===== src/rtl/clock_pkg.sv =====
// Shared constants for the digital clock time-field counters.
package clock_pkg;
  localparam int SEC_MOD     = 60;
  localparam int MIN_MOD     = 60;
  localparam int HOUR_MOD    = 24;
  localparam int MONTH_MOD   = 12;
  localparam int DAY_MOD_MAX = 31;
  localparam int BCD_W       = 4;
endpackage


===== src/rtl/bin2bcd99.sv =====
// Combinational 7-bit binary to two BCD digits by shift-add-3.
// Only 0..99 is representable; larger inputs lose the hundreds digit.
module bin2bcd99
  import clock_pkg::*;
(
  input  logic [6:0]       i_bin,
  output logic [BCD_W-1:0] o_tens,
  output logic [BCD_W-1:0] o_ones
);
  // Layout: [14:11] tens, [10:7] ones, [6:0] binary being shifted in.
  logic [14:0] w_sh;

  always_comb begin
    w_sh = {8'd0, i_bin};
    for (int i = 0; i < 7; i++) begin
      if (w_sh[10:7] >= 4'd5) w_sh[10:7] = w_sh[10:7] + 4'd3;
      if (w_sh[14:11] >= 4'd5) w_sh[14:11] = w_sh[14:11] + 4'd3;
      w_sh = w_sh << 1;
    end
  end

  assign o_tens = w_sh[14:11];
  assign o_ones = w_sh[10:7];
endmodule


===== src/rtl/mod_counter_ld.sv =====
// Time-field counter with runtime modulus, up/down, clamped load and BCD output.
// Cascade: tc of one field drives enable of the next.
module mod_counter_ld
  import clock_pkg::*;
#(
  parameter int W       = 7,
  parameter int MAX_MOD = 60,
  parameter int BASE    = 0
) (
  input  logic             clk,
  input  logic             reset,
  input  logic             clear,
  input  logic             enable,
  input  logic             up,
  input  logic             load,
  input  logic [W-1:0]     load_val,
  input  logic [W-1:0]     mod_val,
  output logic [W-1:0]     qout,
  output logic             tc,
  output logic             load_err,
  output logic [BCD_W-1:0] bcd_tens,
  output logic [BCD_W-1:0] bcd_ones
);
  localparam logic [W:0] L_BASE = (W+1)'(BASE);
  localparam logic [W:0] L_MAX  = (W+1)'(MAX_MOD);
  localparam logic [W:0] L_ONE  = (W+1)'(1);

  logic [W-1:0] r_q;
  logic         r_err;

  logic [W:0]   w_q;
  logic [W:0]   w_mod;
  logic [W:0]   w_meff;
  logic [W:0]   w_top;
  logic [W:0]   w_ld;
  logic [W-1:0] w_clamp;
  logic         w_clamped;
  logic [W-1:0] w_next;
  logic         w_err_next;
  logic [6:0]   w_bin;

  // One extra bit on every compare so BASE+Meff-1 never wraps.
  assign w_q    = {1'b0, r_q};
  assign w_mod  = {1'b0, mod_val};
  assign w_ld   = {1'b0, load_val};
  assign w_meff = ((w_mod != '0) && (w_mod <= L_MAX)) ? w_mod : L_MAX;
  assign w_top  = L_BASE + w_meff - L_ONE;

  always_comb begin
    w_clamped = (w_ld > w_top) || (w_ld < L_BASE);
    if (w_ld > w_top)       w_clamp = w_top[W-1:0];
    else if (w_ld < L_BASE) w_clamp = L_BASE[W-1:0];
    else                    w_clamp = load_val;
  end

  always_comb begin
    w_next     = r_q;
    w_err_next = 1'b0;
    if (clear) begin
      w_next = L_BASE[W-1:0];
    end else if (load) begin
      w_next     = w_clamp;
      w_err_next = w_clamped;
    end else if (w_q > w_top) begin
      // Modulus shrank under the current count: pull back to the new top.
      w_next = w_top[W-1:0];
    end else if (enable) begin
      if (up) w_next = (w_q == w_top)  ? L_BASE[W-1:0] : r_q + W'(1);
      else    w_next = (w_q == L_BASE) ? w_top[W-1:0]  : r_q - W'(1);
    end
  end

  always_ff @(posedge clk or negedge reset) begin
    if (!reset) begin
      r_q   <= L_BASE[W-1:0];
      r_err <= 1'b0;
    end else begin
      r_q   <= w_next;
      r_err <= w_err_next;
    end
  end

  assign tc = reset & enable & ~clear & ~load & (w_q <= w_top) &
              (up ? (w_q == w_top) : (w_q == L_BASE));

  assign qout     = r_q;
  assign load_err = r_err;
  assign w_bin    = 7'(r_q);

  bin2bcd99 u_bcd (
    .i_bin  (w_bin),
    .o_tens (bcd_tens),
    .o_ones (bcd_ones)
  );
endmodule


===== config.mk =====
export PLATFORM = sky130hd
export DESIGN_NAME = mod_counter_ld
export DESIGN_NICKNAME = d
export VERILOG_FILES = /design/src/rtl/clock_pkg.sv /design/src/rtl/bin2bcd99.sv /design/src/rtl/mod_counter_ld.sv
export SDC_FILE = /design/constraint.sdc
export NUM_CORES = 1
export LEC_CHECK = 0
export ABC_AREA = 0
export CAP_MARGIN = 0
export CORE_MARGIN = 2
export CORE_UTILIZATION = 49
export DETAILED_ROUTE_END_ITERATION = 10
export GPL_TIMING_DRIVEN = 0
export PLACE_DENSITY = 0.78
export SETUP_SLACK_MARGIN = 0.15
export SLEW_MARGIN = 20
export SYNTH_ARGS = -nofsm -noshare
export SYNTH_HDL_FRONTEND = slang
export SYNTH_SLANG_ARGS = --single-unit

===== constraint.sdc =====
create_clock -name clk -period 5.13 [get_ports clk]
set_clock_uncertainty 0.2 [all_clocks]
set_input_delay 1.2825 -clock clk [delete_from_list [all_inputs] [get_ports clk]]
set_output_delay 1.2825 -clock clk [all_outputs]
set_load 0.01 [all_outputs]

==> reports/metrics.cfg <==
[floorplan]
std_cell_rows=23
start_util=0.511
core-area_sq_mm=0.00400
die_area_sq_mm=0.00471
ios=37
die_w_um=68.6
die_h_um=68.6

[logic_synthesis]
yosys.area.top_type=ha_1
syn_area_sq_mm=0.00204
synth.net_count=322
yosys_warnings=0
synthCells=274
syn_avg_cell_area_sq_um=7.46
ys_ff_latch=8
synthDistinctLibCells=64
synth_edf_count=0
synth_top_flop_cell=dfrtp_1
yosysSeqAreaShare=0.0979
async_reset_ff_frac=1.00
ys_top_cells_by_area=ha_1 (17%), dfrtp_1 (9.8%), a21oi_1 (6.1%)
synth_top_area_share=0.171

[detailed_routing]
vias=2543
postRouteAntennaNets=0
drt_iter0_markers=189
drc=0
drt-total-wl_um=7550
dr.pass1.iters=5
viasPerCell=6.36
wire_per_inst_um=18.9

[outcome]
violations=setup timing
status=finished with violations

[worst_setup_path]
critical-path-slowest-cell=a2111o_1
critical-path-top-delay-family=compound AO/OA/AOI/OAI gates
cp_max_fo=3
path_buf_inv=3
worstSetupPathType=primary input to output pin
crit_path_end_kind=output pin
worstPathArrival_ns=3.97
max_stage_delay_ns=0.48
worst_setup_path_start_kind=primary input
critPathRequiredTime_ns=3.65
cp_cell_sequence=buf_2, nor2_2, a21o_2, a31oi_4, nand2_2, ha_4, xor2_4, ha_4, nand4_1, a2111o_1, nand2_4, a21oi_4, buf_6, nor3_4, buf_2

[placed_design]
dpl.hpwl_um=4480
port_buffers=34
place_inst=358
gp_congestion=0.943
dp_worst_setup_slack_ns=-1.70

[finish]
finalNetCount=400
final_layout_size_suffix_gt1_frac=0.360
antenna_cells=0
final_cell_mix=buf_4 (38), nor2_1 (22), a21oi_1 (21), clkdlybuf4s50_1 (19), nand2_1 (18)
stdcell_count=400
layout_commonest_cell=buf_4
area.growth.synth_to_final_pct=54.2

[global_routing]
track_usage=0.298
grt_pass1_vias=2307
gr-total-overflow=0
grt_first_pass_wirelength_um=10800
grt_max_degree=11
antenna_found_initial=0

[power_and_ir_drop]
finalPower_mw=1.08
power.density_mw_per_mm2=343
peakVddDrop_uv=223
leakage_nw=1.36

[cts]
cts.sinks=8
clk_latency_ns=0.23
clk_root_buffer_cell=clkbuf_8
path_clk_slew_ns=0.04
cts-buffers-inserted=3
cts_buffer_depth=2
cts_tree=yes
htreeDepth=1

[flow_run]
max_cap_violations=0

[timing]
worst_pin_slew_ns=0.759
period_needed_ns=5.45
grt_setup_unrepaired=true
fin_ws_ns=-0.318
setup_viol=1
fmax_mhz=184
relSlewSlack=0.493
min_period_over_period=1.06
slew_viol_final=0
hold_viol=0

[min_path]
hold_class=flip-flop to flip-flop

==> cell type report <==
class / instances / area (sq um)
Buffer: 9 / 61.3
Inverter: 19 / 81.3
Fill cell: 270 / 847
Clock buffer: 3 / 41.3
Tap cell: 50 / 62.6
Sequential cell: 8 / 201
Timing Repair Buffer: 73 / 604
Multi-Input combinational cell: 238 / 2100
==> flip-flops by register name, summed over array words and instances (netlist names) <==
signal	flops
qout	7
load_err	1
==> path summary, 6_finish.rpt <==
kind,slack [ns],startpoint,depth (start not counted),to
worst max-delay path,-0.32,mod_val[0],15,tc
worst min-delay path,0.52,qout[4]$_DFFE_PN0P_,3,qout[4]$_DFFE_PN0P_
worst max register to register,1.85,qout[1]$_DFFE_PN0P_,9,qout[3]$_DFFE_PN0P_
worst min register to register,0.52,qout[4]$_DFFE_PN0P_,3,qout[4]$_DFFE_PN0P_
max in group asynchronous,3.29,reset,1,qout[4]$_DFFE_PN0P_
min in group asynchronous,1.15,reset,1,qout[3]$_DFFE_PN0P_
==> report_power, final <==
part | internal, mW | leakage (nW) | switching (mW)
Combinational | 0.454 | 1.24 | 0.461
Clock | 0.0506 | 0.0216 | 0.0228
Sequential | 0.0725 | 0.103 | 0.0206
Total | 0.577 | 1.36 | 0.505
==> Yosys cell counts, types with 2 or more instances <==
library cell / n
a2111o_1: 2
a211o_1: 2
a21boi_0: 3
a21boi_1: 2
a21o_1: 3
a21oi_1: 25
a21oi_2: 2
a22oi_1: 2
a31oi_1: 4
a32o_1: 2
and2_1: 4
buf_2: 2
clkbuf_1: 5
dfrtp_1: 8
ha_1: 28
inv_1: 18
mux2i_1: 9
nand2_1: 22
nand2b_1: 5
nand3_1: 6
nand3b_1: 3
nand4_1: 4
nand4b_1: 2
nor2_1: 24
nor2b_1: 3
nor3_1: 12
nor3b_1: 3
o211ai_1: 3
o21a_1: 3
o21ai_0: 17
o22ai_1: 2
o31ai_1: 2
xnor2_1: 10
xor2_1: 2
==> kinds of logic (layout without fill, tap and decap cells) <==
family                   after synthesis  after routing  share of synthesized area
XOR/XNOR                              12             12                     0.0514
adder cells (fa/ha/maj)               28             28                      0.171
AO/OA/AOI/OAI                         90             90                      0.318
flip-flops                             8              8                     0.0979
buffers and inverters                 28            104                     0.0581
multiplexers                          10             10                     0.0496
AND/OR/NAND/NOR                       98             98                      0.254
==> tightest hold or removal path, delay by kind of cell, from the launching register on <==
family | cells | cell delay (ns)
AO/OA/AOI/OAI | 1 | 0.07
flip-flops | 1 | 0.35
buffers and inverters | 1 | 0.20
AND/OR/NAND/NOR | 1 | 0.06
==> routing by layer <==
metal | wire length (um) | global-route usage | vias up
li1 | - | - | 1171
met1 | 2970 | 0.373 | 1195
met4 | 310 | 0.108 | 0
met3 | 579 | 0.0325 | 32
met5 | 0 | 0 | -
met2 | 3700 | 0.524 | 145
==> what timing repair did <==
action                                  in CTS  in global routing
buffers inserted                            28                 11
gates resized for setup                    108                 40
endpoints found under the hold margin        0                  0
endpoints found under the setup margin      15                  8
hold buffers                                 0                  0
pin swaps                                   26                 18
==> stage by stage <==
stage | setup TNS (ns) | util | instance area [sq um] | hold slack (ns)
global route | -0.468 | 0.788 | 3150 | 0.590
detailed placement | -8.50 | 0.623 | 2490 | 0.562
CTS | -0.258 | 0.720 | 2880 | 0.501
finish | -0.318 | 0.788 | 3150 | 0.524
floorplan | -0.109 | - | 2090 | 0.480
global placement | -7.36 | 0.623 | 2490 | 0.552
Power figures use the tool's default switching activity.
